## src/rtl/tape_player.sv

```systemverilog
// Tape playback engine: fetches an image byte by byte from memory and
// serialises it MSB first as a biphase signal (each bit is ~b then b, one
// half-cell each). The next byte is prefetched into a one-byte buffer so
// consecutive bytes play without a gap; a late fetch stalls the output and
// raises the sticky underrun flag.
module tape_player #(
  parameter int unsigned HALF_CELL = 8000
) (
  input  logic        clk_sys,
  input  logic        reset,
  input  logic        start,
  input  logic        stop,
  input  logic        pause,
  input  logic [23:0] size,
  output logic [23:0] mem_addr,
  output logic        mem_rd,
  input  logic [7:0]  mem_data,
  input  logic        mem_ready,
  output logic        tape_out,
  output logic        active,
  output logic        done,
  output logic        underrun
);

  typedef enum logic [1:0] {ST_IDLE, ST_FETCH0, ST_PLAY} state_t;

  localparam logic [15:0] LP_CELL_LAST = 16'(HALF_CELL - 1);

  state_t      r_state;
  logic [23:0] r_len;
  logic [23:0] r_addr;
  logic        r_rd;
  logic        r_all_fetched;
  logic [7:0]  r_shift;
  logic [7:0]  r_buf;
  logic        r_buf_full;
  logic [2:0]  r_bit;
  logic        r_half;
  logic [15:0] r_cnt;
  logic        r_stall;
  logic        r_tape;
  logic        r_active;
  logic        r_done;
  logic        r_underrun;

  logic        w_cell_end;
  logic        w_byte_end;
  logic        w_last_addr;
  logic        w_direct;
  logic        w_load;
  logic [7:0]  w_load_data;

  // Cell/byte boundary decode and selection of the next byte source
  always_comb begin
    w_cell_end  = (r_cnt == LP_CELL_LAST);
    w_byte_end  = w_cell_end && r_half && (r_bit == 3'd0);
    w_last_addr = (r_addr == r_len - 24'd1);
    // A fetch completing exactly when the next byte is needed bypasses the buffer
    w_direct    = mem_ready && r_rd && !pause && !r_buf_full && (r_stall || w_byte_end);
    w_load      = r_buf_full || w_direct;
    w_load_data = r_buf_full ? r_buf : mem_data;
  end

  // Playback FSM: fetch control, prefetch buffer and biphase serialiser
  always_ff @(posedge clk_sys or posedge reset) begin
    if (reset) begin
      r_state       <= ST_IDLE;
      r_len         <= '0;
      r_addr        <= '0;
      r_rd          <= 1'b0;
      r_all_fetched <= 1'b0;
      r_shift       <= '0;
      r_buf         <= '0;
      r_buf_full    <= 1'b0;
      r_bit         <= '0;
      r_half        <= 1'b0;
      r_cnt         <= '0;
      r_stall       <= 1'b0;
      r_tape        <= 1'b0;
      r_active      <= 1'b0;
      r_done        <= 1'b0;
      r_underrun    <= 1'b0;
    end else begin
      r_done <= 1'b0;
      if (stop && (r_state != ST_IDLE)) begin
        r_state    <= ST_IDLE;
        r_active   <= 1'b0;
        r_rd       <= 1'b0;
        r_tape     <= 1'b0;
        r_stall    <= 1'b0;
        r_buf_full <= 1'b0;
      end else begin
        case (r_state)
          ST_IDLE: begin
            if (start && !stop) begin
              if (size != '0) begin
                r_state       <= ST_FETCH0;
                r_active      <= 1'b1;
                r_len         <= size;
                r_addr        <= '0;
                r_rd          <= 1'b1;
                r_all_fetched <= 1'b0;
                r_buf_full    <= 1'b0;
                r_stall       <= 1'b0;
                r_underrun    <= 1'b0;
                r_cnt         <= '0;
                r_half        <= 1'b0;
                r_bit         <= 3'd7;
              end else begin
                r_done <= 1'b1;
              end
            end
          end

          ST_FETCH0: begin
            if (mem_ready) begin
              r_state <= ST_PLAY;
              r_rd    <= 1'b0;
              r_shift <= mem_data;
              r_bit   <= 3'd7;
              r_half  <= 1'b0;
              r_cnt   <= '0;
              r_tape  <= ~mem_data[7];
              if (w_last_addr) r_all_fetched <= 1'b1;
              else             r_addr        <= r_addr + 24'd1;
            end
          end

          ST_PLAY: begin
            // Fetch side runs even while paused so the buffer can fill.
            // The address saturates at the last byte so it never reaches len.
            if (mem_ready && r_rd) begin
              r_rd <= 1'b0;
              if (w_last_addr) r_all_fetched <= 1'b1;
              else             r_addr        <= r_addr + 24'd1;
              if (!w_direct) begin
                r_buf      <= mem_data;
                r_buf_full <= 1'b1;
              end
            end else if (!r_rd && !r_buf_full && !r_all_fetched) begin
              r_rd <= 1'b1;
            end

            if (!pause) begin
              if (r_stall) begin
                if (w_load) begin
                  r_stall    <= 1'b0;
                  r_shift    <= w_load_data;
                  r_buf_full <= 1'b0;
                  r_bit      <= 3'd7;
                  r_half     <= 1'b0;
                  r_cnt      <= '0;
                  r_tape     <= ~w_load_data[7];
                end
              end else if (w_cell_end) begin
                if (!r_half) begin
                  r_half <= 1'b1;
                  r_cnt  <= '0;
                  r_tape <= r_shift[r_bit];
                end else if (r_bit != 3'd0) begin
                  r_bit  <= r_bit - 3'd1;
                  r_half <= 1'b0;
                  r_cnt  <= '0;
                  r_tape <= ~r_shift[r_bit - 3'd1];
                end else if (w_load) begin
                  r_shift    <= w_load_data;
                  r_buf_full <= 1'b0;
                  r_bit      <= 3'd7;
                  r_half     <= 1'b0;
                  r_cnt      <= '0;
                  r_tape     <= ~w_load_data[7];
                end else if (r_rd) begin
                  r_stall    <= 1'b1;
                  r_underrun <= 1'b1;
                end else begin
                  r_state  <= ST_IDLE;
                  r_active <= 1'b0;
                  r_done   <= 1'b1;
                  r_tape   <= 1'b0;
                end
              end else begin
                r_cnt <= r_cnt + 16'd1;
              end
            end
          end

          default: r_state <= ST_IDLE;
        endcase
      end
    end
  end

  assign mem_addr = r_addr;
  assign mem_rd   = r_rd;
  assign tape_out = r_tape;
  assign active   = r_active;
  assign done     = r_done;
  assign underrun = r_underrun;

endmodule

```

## config.mk

```make
export PLATFORM = sky130hd
export DESIGN_NAME = tape_player
export DESIGN_NICKNAME = d
export VERILOG_FILES = /design/src/rtl/tape_player.sv
export SDC_FILE = /design/constraint.sdc
export NUM_CORES = 1
export LEC_CHECK = 0
export ABC_AREA = 1
export BUFFER_PORTS_ARGS = -buffer_cell sky130_fd_sc_hd__buf_2
export CAP_MARGIN = 10
export CORE_MARGIN = 4
export CORE_UTILIZATION = 40
export DETAILED_ROUTE_END_ITERATION = 8
export GPL_TIMING_DRIVEN = 0
export MAX_ROUTING_LAYER = met4
export PLACE_DENSITY = 0.6
export SLEW_MARGIN = 20
export SYNTH_ARGS = -nofsm -noshare
export SYNTH_HDL_FRONTEND = slang
export SYNTH_SLANG_ARGS = --single-unit
```

## constraint.sdc

```tcl
create_clock -name clk_sys -period 4.5 [get_ports clk_sys]
set_clock_uncertainty 0.15 [all_clocks]
set_input_delay 0.45 -clock clk_sys [delete_from_list [all_inputs] [get_ports clk_sys]]
set_output_delay 0.45 -clock clk_sys [all_outputs]
set_load 0.02 [all_outputs]
```

==> results of run 1 <==
-- power by group through the flow --
stage | combinational, W | clock, W | sequential [W]
floorplan | 0.00147 | 0 | 0.00128
global placement | 0.00186 | 0 | 0.00134
detailed placement | 0.00188 | 0 | 0.00134
CTS | 0.00189 | 0.000878 | 0.00133
global route | 0.00215 | 0.000911 | 0.00136
finish | 0.00188 | 0.000858 | 0.00132
-- per-layer routing --
layer	GRT usage [%]	wire length, um
met1	24.5	8080
met3	3.97	768
met5	-	0
met4	4.94	238
met2	33.7	9000
-- sequential cells by signal, summed over array words and instances (netlist names), 2 cells and up --
register	flops
mem_addr	24
r_state	2
r_len	24
r_shift	8
r_cnt	16
r_bit	3
r_buf	8
-- synthesized netlist by cell type --
master / instances / share of area (%)
o21ai_1: 3 / 0.22
inv_1: 138 / 7.6
o21ai_2: 9 / 1.2
buf_6: 2 / 0.33
dfrtp_1: 94 / 34
o211ai_1: 3 / 0.33
nor2_1: 88 / 4.8
nor3b_1: 2 / 0.22
nor3_1: 12 / 0.88
xor2_1: 29 / 3.7
nand2_8: 1 / 0.29
o21bai_1: 3 / 0.33
inv_2: 6 / 0.33
a211oi_1: 2 / 0.22
nand2_2: 8 / 0.73
a21boi_0: 1 / 0.11
a32oi_1: 1 / 0.13
nor4_1: 6 / 0.55
nand4_4: 1 / 0.31
nor3_4: 1 / 0.24
clkbuf_1: 16 / 0.88
xnor2_1: 15 / 1.9
a31oi_1: 2 / 0.18
nor2_4: 6 / 0.99
nand3_2: 13 / 1.9
nand4_1: 43 / 3.9
nand3_1: 67 / 4.9
buf_12: 1 / 0.29
ha_1: 9 / 1.6
buf_2: 6 / 0.44
clkbuf_2: 4 / 0.29
a21oi_4: 1 / 0.24
buf_1: 2 / 0.11
nand3b_1: 10 / 1.1
a21oi_1: 22 / 1.6
o21ai_0: 73 / 5.4
nand2_1: 272 / 15
o22ai_1: 6 / 0.55
o22a_1: 1 / 0.13
nor2_2: 9 / 0.82
o2111ai_1: 1 / 0.13
buf_8: 1 / 0.22
clkinv_1: 1 / 0.055
nand2_4: 2 / 0.33
-- critical path: cells and delay by family (launching register included) --
family	cells	cell delay, ns
adders and majority gates	1	0.29
DFF	1	0.42
buffers and inverters	3	0.33
AOI/OAI and AO/OA	2	0.21
and+or+nand+nor	6	1.40
-- final timing paths --
path                                         from                        to  slack [ns]  cells after the start
setup / recovery           r_state[1]$_DFFE_PP0P_      r_cnt[5]$_DFFE_PP0P_        1.63                     12
hold / removal                        mem_data[1]      r_buf[1]$_DFFE_PP0P_        0.20                      3
setup reg to reg           r_state[1]$_DFFE_PP0P_      r_cnt[5]$_DFFE_PP0P_        1.63                     12
hold reg to reg            r_shift[3]$_DFFE_PP0P_    r_shift[3]$_DFFE_PP0P_        0.33                      2
max in group asynchronous                   reset  mem_addr[10]$_DFFE_PP0P_        3.14                      4
min in group asynchronous                   reset    r_shift[0]$_DFFE_PP0P_        0.45                      3
-- kinds of logic (layout without fill, tap and decap cells) --
group | count (synthesis) | count (layout) | share of synthesized area, %
xor+xnor | 44 | 44 | 5.65
fa+ha+maj | 9 | 9 | 1.65
compound gates | 128 | 128 | 10.7
flops | 94 | 94 | 34.5
simple gates | 541 | 541 | 37.0
buf+inv | 177 | 261 | 10.5
-- cells in the final DEF, fill, tap and decap left out, drive strengths merged, types with 10 or more instances in the layout --
master	n
nand2	283
inv	146
nor2	103
dfrtp	94
o21ai	85
nand3	80
buf	79
nand4	44
clkbuf	30
xor2	29
a21oi	23
xnor2	15
nor3	13
nand3b	10
-- timing repair --
action | 4_1_cts | 5_1_grt
hold buffers | 1 | 0
endpoints found under the setup margin | 0 | 0
hold endpoints to repair | 28 | 0
-- stage by stage --
stage / power (W) / utilization (%) / worst slack [ns]
4_1_cts: 0.00409 / 46.9 / 1.65
6_report: 0.00407 / 46.9 / 1.63
3_3_place_gp: 0.00320 / 44.7 / 0.158
2_1_floorplan: 0.00275 / - / 1.45
3_5_place_dp: 0.00322 / 44.9 / 1.68
5_1_grt: 0.00442 / 46.9 / 1.39
-- layout make-up --
type / instances / area, um^2
Clock inverter: 6 / 93.8
Multi-Input combinational cell: 722 / 3750
Tap cell: 220 / 275
Fill cell: 1754 / 8840
Timing Repair Buffer: 68 / 368
Sequential cell: 94 / 2350
Clock buffer: 10 / 229
Buffer: 32 / 175
Inverter: 145 / 549
==> flow_summary.json, run 1 <==
{
  "drtIter0Drc": 443,
  "post-cts-setup-buffers": 0,
  "drc": 0,
  "viasPerCell": 4.99,
  "crit_path_top_delay_cell": "nor2_2",
  "period_share_pct": 63.8,
  "yosysSeqAreaShare_pct": 34.5,
  "wl_per_cell_um": 13.9,
  "grt_max_degree": 67,
  "placementRows": 47,
  "grt_pass1_wl_um": 30800,
  "fin_area_um2": 7800,
  "p_int_w": 0.00220,
  "required_ns": 4.63,
  "layoutNonFillerInstCount": 1297,
  "top_level_ports": 67,
  "max_cap_violations": 0,
  "outcome": "completed",
  "worst_pin_slew_ns": 0.660,
  "syn_inst": 993,
  "drv_slew": 0,
  "wl_um": 18100,
  "antenna_cells": 0,
  "crit_type": "register to register",
  "slew_headroom_pct": 55.6,
  "cts_tree": "built",
  "final_nets": 1119,
  "grt.overflow.total": 0,
  "via_count": 6473,
  "finalSetupViolCount": 0,
  "cpPeakStageDelay_ns": 0.49,
  "chipHeight_um": 139,
  "cp-end-kind": "register",
  "io_buffer_count": 66,
  "cp_cell_sequence": "inv_1 > ha_1 > inv_2 > nand2_1 > o21ai_2 > nor2_2 > nand3_2 > nor2_2 > inv_1 > nor2_1 > nand2_1 > o21ai_0",
  "power_density_nw_per_um2": 522,
  "antenna_left": 0,
  "critical_path_peak_fanout": 10,
  "fin_setup_tns_ns": 0,
  "syn_avg_cell_area_um2": 6.87,
  "fp.dieArea_um2": 19200,
  "grt_use_total_pct": 19.9,
  "cp.arrival_ns": 3.00,
  "rsz0062_at_grt": "false",
  "path_clk_slew_ns": 0.07,
  "clock_latency_ns": 0.36,
  "syn2layout_area_growth_pct": 14.2,
  "ctsResizeCount": 0,
  "crit_path_start_kind": "register",
  "clock_path_buffers": 2,
  "p_leak_nw": 4.08,
  "die_w_um": 139,
  "place_inst": 1280,
  "placed_area_um2": 7460,
  "clock-sinks": 94,
  "cts_inserted_buffers": 9,
  "synth_fp_nets": 1040,
  "place.gp.congestion": 0.912,
  "drive_above_1_share_pct": 14.3,
  "p_seq_share_pct": 32.5,
  "hpwl_um": 13900,
  "htreeDepth": 3,
  "ir_worst_vdd_v": 0.000246,
  "root_buffer": "clkbuf_16",
  "initial_core_util_pct": 41.0,
  "min_period_ns": 2.87,
  "fmax_ghz": 0.348,
  "core_area_um2": 16600,
  "antenna_found_initial": 0,
  "grt_pass1_vias": 6223,
  "ys_ff_latch": 94,
  "min_path_type": "input port to register",
  "fin_hold_ws_ns": 0.204,
  "synth.distinct_cells": 44,
  "combPwrFrac_pct": 46.3,
  "hold_viol": 0,
  "yosysWarnings": 0,
  "syn_area_um2": 6830,
  "swShare_pct": 45.9,
  "clockPowerShare_pct": 21.1,
  "firstDrtPassIters": 5,
  "p_switching_w": 0.00187
}
No activity file was read; power rests on OpenSTA's default activity.
==> inputs of run 2 (changes only) <==
ABC_AREA = 0   (was 1)
PLACE_DENSITY = 0.62   (was 0.6)
clock period = 2.3 ns   (was 4.5 ns; I/O delays follow)
==> flow_summary.json, run 2 <==
{
  "min_path_type": "input port to register",
  "wl_met2_um": 8690,
  "highest_layer": "met4",
  "final_util_pct": 56.2,
  "syn_avg_cell_area_um2": 9.33,
  "clock_path_buffers": 2,
  "final_nets": 867,
  "cts_tree": "built",
  "core_area_um2": 15200,
  "r2r_slack_ns": -0.92,
  "place.gp.congestion": 0.899,
  "grt_max_degree": 30,
  "slew_headroom_pct": 46.6,
  "layout_setup_ws_ns": -0.924,
  "rsz0062_at_grt": "true",
  "wl_met3_um": 797,
  "p_switching_w": 0.00344,
  "synth_top_area_cell": "dfrtp_1",
  "min_from": "size[4]",
  "violations": "negative setup slack",
  "ir_worst_vdd_v": 0.000443,
  "clock_latency_ns": 0.35,
  "synth_top_family_by_area": "simple AND/OR/NAND/NOR gates",
  "p_seq_share_pct": 30.9,
  "rr_endpoint": "mem_addr[3]$_DFFE_PP0P_",
  "fp.dieArea_um2": 17500,
  "synthArstFlopShare_pct": 100,
  "final_common_cell": "dfrtp_1",
  "hold_depth": 2,
  "crit_path_start_kind": "register",
  "wl_met1_um": 9140,
  "layoutNonFillerInstCount": 1013,
  "synth.distinct_cells": 72,
  "required_ns": 2.43,
  "htreeDepth": 3,
  "firstDrtPassIters": 6,
  "antenna_left": 0,
  "ys_ff_latch": 94,
  "fmax_ghz": 0.310,
  "yosysSeqAreaShare_pct": 38.0,
  "period_share_pct": 140,
  "initial_core_util_pct": 40.7,
  "min_period_ns": 3.22,
  "root_buffer": "clkbuf_16",
  "syn2layout_area_growth_pct": 38.2,
  "placementRows": 45,
  "top_level_ports": 67,
  "wl_per_cell_um": 18.8,
  "path_clk_slew_ns": 0.07,
  "hold_end": "r_len[4]$_DFFE_PP0P_",
  "synth_top_area_share_pct": 38.0,
  "hold_viol": 0,
  "place_inst": 920,
  "muxShareOfSynthArea_pct": 9.30,
  "p_int_w": 0.00511,
  "grt_pass1_vias": 5736,
  "synth_compound_area_share_pct": 20.0,
  "drv_slew": 0,
  "cp.arrival_ns": 3.36,
  "chipHeight_um": 132,
  "synth_xor_area_share_pct": 5.52,
  "synth_ff_type": "dfrtp_1",
  "synth_area_leaders": "dfrtp_1 (38%), mux2_2 (6.6%), xnor2_1 (3.7%), a21oi_1 (3.4%), nand2_1 (2.8%)",
  "worst_pin_slew_ns": 0.794,
  "critical_path_peak_fanout": 6,
  "cts_inserted_buffers": 9,
  "grt_use_total_pct": 21.9,
  "yosysWarnings": 0,
  "viasPerCell": 5.93,
  "grt.overflow.total": 0,
  "final_cell_mix": "dfrtp_1 (86), buf_2 (70), nand2_1 (39)",
  "drtIter0Drc": 624,
  "wl_um": 19000,
  "combPwrFrac_pct": 49.3,
  "r2r-start": "r_len[1]$_DFFE_PP0P_",
  "post-synth-top-count-cell": "dfrtp_1",
  "syn_area_um2": 6190,
  "finalSetupViolCount": 67,
  "fin_hold_ws_ns": 0.0122,
  "grt_pass1_wl_um": 30200,
  "clock-sinks": 94,
  "drive_above_1_share_pct": 38.2,
  "hpwl_um": 13200,
  "max_cap_violations": 0,
  "p_leak_nw": 3.62,
  "crit_type": "register to register",
  "via_count": 6010,
  "cp-end-kind": "register",
  "antenna_cells": 0,
  "synth_adder_area_share_pct": 1.82,
  "drc": 0,
  "outcome": "finished with violations",
  "power_density_nw_per_um2": 999,
  "syn_inst": 663,
  "die_w_um": 132,
  "synth-simple-area-share_pct": 21.4,
  "fillerInstances": 1352,
  "antenna_found_initial": 0,
  "io_buffer_count": 66,
  "synth_fp_nets": 710,
  "synth_commonest_cells": "dfrtp_1 (94), nand2_1 (46), nor2_1 (43)",
  "clockPowerShare_pct": 19.8,
  "worstRegToRegCells": 12,
  "synth-edff-count": 0,
  "p_total_w": 0.00854,
  "swShare_pct": 40.2
}
[run 2: how the worst max path moves through the flow]
stage                          start                        to  slack [ns]  cells after the start
3_3_place_gp    r_len[2]$_DFFE_PP0P_   mem_addr[2]$_DFFE_PP0P_       -1.25                     10
2_1_floorplan  r_len[17]$_DFFE_PP0P_   mem_addr[3]$_DFFE_PP0P_       -0.73                      9
5_1_grt         r_len[1]$_DFFE_PP0P_   mem_addr[3]$_DFFE_PP0P_        -1.0                     12
6_report        r_len[1]$_DFFE_PP0P_   mem_addr[3]$_DFFE_PP0P_       -0.92                     12
4_1_cts         r_len[0]$_DFFE_PP0P_   mem_addr[5]$_DFFE_PP0P_       -0.97                     10
3_5_place_dp    r_len[2]$_DFFE_PP0P_  mem_addr[15]$_DFFE_PP0P_       -1.23                     10
[run 2: stage by stage]
step	setup TNS [ns]	worst slack [ns]	area, um^2
floorplan	-27.30	-0.734	6430
global placement	-56.60	-1.25	6990
detailed placement	-59.01	-1.23	7060
CTS	-32.11	-0.973	8260
global route	-40.89	-0.997	8550
finish	-35.60	-0.924	8550
[run 2: area by class of cell]
type	count	area, um^2	area share [%]
Timing Repair Buffer	149	1190	13.9
Clock buffer	13	270	3.16
Tap cell	188	235	2.75
Sequential cell	94	2360	27.6
Buffer	29	206	2.41
Clock inverter	3	65.1	0.761
Multi-Input combinational cell	516	4140	48.4
Inverter	21	85.1	0.995
[run 2: critical path: stages (launching register included)]
cell      delay (ns)
dfrtp_2         0.43
buf_6           0.13
inv_4           0.05
ha_4            0.14
or3b_4          0.41
or4_4           0.56
and4_1          0.17
and4_1          0.21
o2111a_4        0.19
buf_12          0.15
buf_12          0.12
or3_4           0.32
a21oi_2         0.13
[run 2: metal layers]
layer  up-vias  global-route usage [%]
met2       183                    32.8
met4         0                    7.68
met5         -                       -
met3        24                    2.71
met1      2998                    30.6
li1       2805                       -
[run 2: kinds of logic (layout without fill, tap and decap cells)]
group | count (synthesis) | count (layout)
buf+inv | 53 | 215
fa+ha+maj | 9 | 9
simple gates | 243 | 243
compound gates | 177 | 177
xor+xnor | 39 | 39
flops | 94 | 94
mux | 48 | 48
[run 2: power groups by stage]
stage	Clock [W]	Combinational, W	Sequential (W)
after floorplan	0	0.00252	0.00251
after global placement	0	0.00318	0.00261
after detailed placement	0	0.00327	0.00263
after CTS	0.00172	0.00387	0.00260
after global routing	0.00178	0.00456	0.00270
final	0.00169	0.00422	0.00264
[run 2: timing repair]
action,in CTS,in global routing
endpoints found under the setup margin,88,87
resized for setup,70,52
hold buffers,31,0
pin swaps,28,36
gates cloned,3,0
hold endpoints to repair,44,0
setup buffers,33,16
